## src/rtl/hazard_control_unit.sv

```systemverilog
// hazard_control_unit: pipeline sequencer for the 5-stage RV32I core.
// Generates PC enable/redirect and per-stage stall/flush strobes from reset
// priming, data-memory waits, MEM-stage redirects and load-use hazards.
// Optional macro HAZARD_PERF_CNT_EN adds stall/redirect performance counters;
// without it stall_cnt and flush_cnt are tied to zero.
//
// state    | meaning
// ---------+-----------------------------------------------------------
// INIT     | priming after reset, PC held and every stage flushed
// RUN      | normal flow, redirect and load-use resolution
// MEM_WAIT | data memory busy, front end frozen, WB fed bubbles
module hazard_control_unit #(
  parameter int ADDR_SIZE  = 10,
  parameter int REG_SEL    = 5,
  parameter int RESET_HOLD = 2,
  parameter int CNT_WIDTH  = 32
) (
  input  logic                 clk,
  input  logic                 rst,
  input  logic [REG_SEL-1:0]   rs1_id,
  input  logic [REG_SEL-1:0]   rs2_id,
  input  logic                 use_rs1_id,
  input  logic                 use_rs2_id,
  input  logic [REG_SEL-1:0]   rd_ex,
  input  logic                 mem_read_ex,
  input  logic                 redirect_mem,
  input  logic [ADDR_SIZE-1:0] target_mem,
  input  logic                 mem_busy,
  output logic                 pc_en,
  output logic                 pc_src,
  output logic [ADDR_SIZE-1:0] redirect_pc,
  output logic                 stall_ifid,
  output logic                 stall_idex,
  output logic                 stall_exmem,
  output logic                 stall_memwb,
  output logic                 flush_ifid,
  output logic                 flush_idex,
  output logic                 flush_exmem,
  output logic                 flush_memwb,
  output logic [CNT_WIDTH-1:0] stall_cnt,
  output logic [CNT_WIDTH-1:0] flush_cnt
);

  localparam int HOLD_W = (RESET_HOLD > 1) ? $clog2(RESET_HOLD) : 1;
  localparam logic [HOLD_W-1:0] HOLD_LAST = HOLD_W'(RESET_HOLD - 1);

  typedef enum logic [1:0] {INIT, RUN, MEM_WAIT} state_t;

  state_t            state;
  logic [HOLD_W-1:0] hold_cnt;
  logic              lu;

  // x0 is never a real producer, so it cannot create a hazard.
  assign lu = mem_read_ex && (rd_ex != '0) &&
              ((use_rs1_id && (rd_ex == rs1_id)) ||
               (use_rs2_id && (rd_ex == rs2_id)));

  // State and priming counter; reset wins from any state.
  always_ff @(posedge clk) begin
    if (rst) begin
      state    <= INIT;
      hold_cnt <= '0;
    end else begin
      case (state)
        INIT: begin
          hold_cnt <= hold_cnt + 1'b1;
          if (hold_cnt == HOLD_LAST) state <= RUN;
        end
        RUN:      if (mem_busy) state <= MEM_WAIT;
        MEM_WAIT: if (!mem_busy) state <= RUN;
        default:  state <= INIT;
      endcase
    end
  end

  // Output decode: busy > redirect > load-use; MEM_WAIT falls through to
  // RUN rules in the cycle the memory finishes.
  always_comb begin
    pc_en       = 1'b0;
    pc_src      = 1'b0;
    redirect_pc = '0;
    stall_ifid  = 1'b0;
    stall_idex  = 1'b0;
    stall_exmem = 1'b0;
    stall_memwb = 1'b0;
    flush_ifid  = 1'b0;
    flush_idex  = 1'b0;
    flush_exmem = 1'b0;
    flush_memwb = 1'b0;
    if (state == INIT) begin
      flush_ifid  = 1'b1;
      flush_idex  = 1'b1;
      flush_exmem = 1'b1;
      flush_memwb = 1'b1;
    end else if (mem_busy) begin
      stall_ifid  = 1'b1;
      stall_idex  = 1'b1;
      stall_exmem = 1'b1;
      // Bubble into WB so the stalled MEM instruction writes back once.
      flush_memwb = 1'b1;
    end else if (redirect_mem) begin
      pc_en       = 1'b1;
      pc_src      = 1'b1;
      redirect_pc = target_mem;
      flush_ifid  = 1'b1;
      flush_idex  = 1'b1;
      flush_exmem = 1'b1;
    end else if (lu) begin
      stall_ifid  = 1'b1;
      flush_idex  = 1'b1;
    end else begin
      pc_en = 1'b1;
    end
  end

`ifdef HAZARD_PERF_CNT_EN
  logic [CNT_WIDTH-1:0] stall_q;
  logic [CNT_WIDTH-1:0] flush_q;

  // Stall cycles outside priming and redirect events, wrapping naturally.
  always_ff @(posedge clk) begin
    if (rst) begin
      stall_q <= '0;
      flush_q <= '0;
    end else begin
      if (!pc_en && (state != INIT)) stall_q <= stall_q + 1'b1;
      if (pc_src) flush_q <= flush_q + 1'b1;
    end
  end

  assign stall_cnt = stall_q;
  assign flush_cnt = flush_q;
`else
  assign stall_cnt = '0;
  assign flush_cnt = '0;
`endif

endmodule
```

## config.mk

```make
export PLATFORM = sky130hd
export DESIGN_NAME = hazard_control_unit
export DESIGN_NICKNAME = d
export VERILOG_FILES = /design/src/rtl/hazard_control_unit.sv
export SDC_FILE = /design/constraint.sdc
export NUM_CORES = 1
export LEC_CHECK = 0
export CORE_ASPECT_RATIO = 0.75
export CORE_UTILIZATION = 25
export DETAILED_ROUTE_END_ITERATION = 10
export PLACE_DENSITY = 0.78
export SLEW_MARGIN = 20
export SYNTH_ARGS = -nofsm -noshare
export SYNTH_HDL_FRONTEND = slang
export SYNTH_SLANG_ARGS = --single-unit
```

## constraint.sdc

```tcl
create_clock -name clk -period 1.6 [get_ports clk]
set_input_delay 0.32 -clock clk [delete_from_list [all_inputs] [get_ports clk]]
set_output_delay 0.32 -clock clk [all_outputs]
set_load 0.005 [all_outputs]
```

==> results.md <==
* CTS Buf Count at 3
* Area grow syn2layout at 59.7%
* H-tree Lvls at 1
* Chip height at 53.6 um
* Residual DRC at 0
* Clock network fraction of total power at between 20% and 30%
* Register area at 62.6 um2
* Final RePlAce weighted congestion at 0.790
* Fin. Hold Viols at 0
* Nets at 224
* WL/cell at ~9.6 um
* FMAX at approximately 0.53 GHz
* Sw Ratio at about 35%
* GR Overflow Total at 0
* Critical path endpoint category: output pin
* PwrDens at around 740 nW/um2
* Core Region at roughly 3300 um2
* Final Util at ~42%
* Pin count of the biggest net entering global routing at 8
* Crit path DAT at 1.58 ns
* Final setup margin at -0.302 ns
* Hold Path Stages at 2
* Pre-CTS setup slack at -0.991 ns
* Drt first pass iters at 7
* Synthesized area at 887 um2
* Post-route ant nets at 0
* Overall via count from detail_route at ~810
* Pint at 0.673 mW
* Clock-pin slew on the worst setup and hold paths at 0.03 ns
* Final worst path period need at approximately 1.9 ns
* Worst-Skew Late Latency at 0.21 ns
* CTS tree: done
* Starting Density at 26.6%
* Worst vdd ir at around 0.48 mV
* CP Class: in -> out
* Req. time, crit path at 1.28 ns
* Clock sinks at 3
* Worst clock skew at approximately 0.00026 ns
* YS warnings at 0
* Register area share after synthesis at under 10%
* Post-Synthesis Cells at 120
* Die X at 70.8 um
* Drt total wl at approximately 2.2 mm
* Setup_tns at -0.734 ns
* Syn_area_per_cell at 7.39 um2
* Period utilization at 119%
* First-pass GRT wire length at 3.26 mm
* R2R cell count at 5
* Multi-input gate area at roughly 630 um2
* Total GRT Usage at between 10% and 20%
* Fillers at between 300 and 400
* Initial antenna violation count at 0
* Outcome: complete, but fails checks
* Vias per cell at 3.51
* HPWL after DPL at 1.71 mm
* Io pins at between 100 and 150
* LEAKAGE at 0.758 nW
* Final setup fails at 3
* Gate power share at roughly two thirds
* Distinct cells, synth at 23
* CTS Root Cell: clkbuf_8
* CTS Buffer Depth at 2
* Number of global-route vias before repair at 684
* Crit path launch type: input pin
* Port Buffers at 50
* Final Slew Violations at 0
* Switching power at 0.369 mW
* Hold Crit Class: reg -> reg
* Die footprint at between 3000 and 4000 um2
* Failing checks: negative setup slack
* Cell Rows at 18
* DR iter-0 viols at 25
* Unrepaired setup endpoints after global routing: yes
* Post-synthesis register bit count at 3
* Seq pwr share at 12.5%
* CTS Hold Bufs at 0
* Layout cells sized above 1 at between 30% and 40%
* Worst-path fanout max at 2
* Antenna diodes at 0
* Max-Cap Viols at 0
[cell families (layout without fill, tap and decap cells)]
| kind of cell | after synthesis | after routing | synth area share (%) |
|---|---|---|---|
| and+or+nand+nor | 24 | 24 | 15.7 |
| AOI/OAI and AO/OA | 8 | 8 | 6.49 |
| buffers and inverters | 72 | 79 | 58.8 |
| xor gates and xnor gates | 12 | 12 | 11.8 |
| other | 1 | 65 | 0.423 |
| DFF | 3 | 3 | 6.77 |
[worst max-delay path: stages]
cell and delay [ns]:
buf_6 0.09, xor2_1 0.15, nor4_2 0.30, a32oi_2 0.17, buf_4 0.17, o31ai_2 0.21, buf_2 0.16
[final cells by class]
type | count | share of cell area [%]
multi-input cells | 109 | 44.5
repair buffers | 72 | 43.6
flip-flops and latches | 3 | 4.42
well taps | 40 | 3.53
clock buffers | 4 | 3.18
inverters | 3 | 0.795
[final timing paths]
path / startpoint / endpoint / slack [ns]
worst min register to register: hold_cnt / hold_cnt / 0.52
worst max register to register: state[1] / hold_cnt / 0.62
worst min-delay path: hold_cnt / hold_cnt / 0.52
worst max-delay path: rs1_id[1] / flush_idex / -0.30
[repair_timing]
action | 4_1_cts | 5_1_grt
pin swaps | 19 | 7
setup buffers | 6 | 2
endpoints found under the setup margin | 19 | 15
gates cloned | 2 | 0
gates resized for setup | 108 | 27
[sequential cells by signal, summed over array words and instances (netlist names)]
signal and flops:
state 2, hold_cnt 1
[stage by stage]
step	instances	hold WS, ns	instance area (um2)	total power, mW
after global placement	217	0.504	1260	0.701
after CTS	229	0.519	1370	0.993
after floorplan	184	0.392	1130	0.486
final	231	0.518	1420	1.04
after global routing	231	0.567	1420	1.13
after detailed placement	217	0.507	1260	0.706
[cell usage in the layout (no fill, tap or decap), types with 3 or more instances in the layout]
master and instances:
and3_1 6, buf_6 12, xnor2_1 4, xor2_1 8, clkbuf_8 3, clkdlybuf4s50_1 13
conb_1 65, clkdlybuf4s15_1 7, dlygate4sd2_1 9, and3_4 4, buf_4 15, buf_2 9
clkbuf_2 6, nor2_1 4
[routing by layer]
layer | vias up | GRT usage, % | part of all wire, %
met5 | - | 0 | 0
met4 | 0 | 3.00 | 0
met3 | 0 | 1.87 | 4.8
met2 | 42 | 22.3 | 54
met1 | 370 | 12.7 | 41
li1 | 399 | - | -
[synthesized netlist by cell type]
library cell / instances / share of area, %
o31ai_1: 1 / 0.85
nor4_1: 1 / 0.71
nor2_1: 7 / 3.0
nor3_1: 1 / 0.56
o21ai_2: 1 / 0.99
or4_1: 1 / 0.85
a21oi_1: 2 / 1.1
and2_0: 1 / 0.71
and2_1: 1 / 0.71
a32oi_1: 1 / 0.99
buf_4: 67 / 57
o31a_1: 1 / 0.99
clkbuf_1: 2 / 0.85
xor2_1: 8 / 7.9
nor4_2: 1 / 1.4
inv_1: 3 / 1.3
a211oi_1: 1 / 0.85
o22ai_1: 1 / 0.71
or3_1: 1 / 0.71
xnor2_1: 4 / 3.9
conb_1: 1 / 0.42
and3_1: 10 / 7.1
dfxtp_1: 3 / 6.8
[power by group through the flow]
stage / Sequential (mW) / Clock [mW] / Combinational, mW
2_1_floorplan: 0.126 / 0 / 0.360
3_3_place_gp: 0.119 / 0 / 0.582
3_5_place_dp: 0.119 / 0 / 0.587
4_1_cts: 0.129 / 0.227 / 0.637
5_1_grt: 0.134 / 0.235 / 0.760
6_report: 0.130 / 0.220 / 0.692
Note: power is estimated with default switching activity, not from simulation.
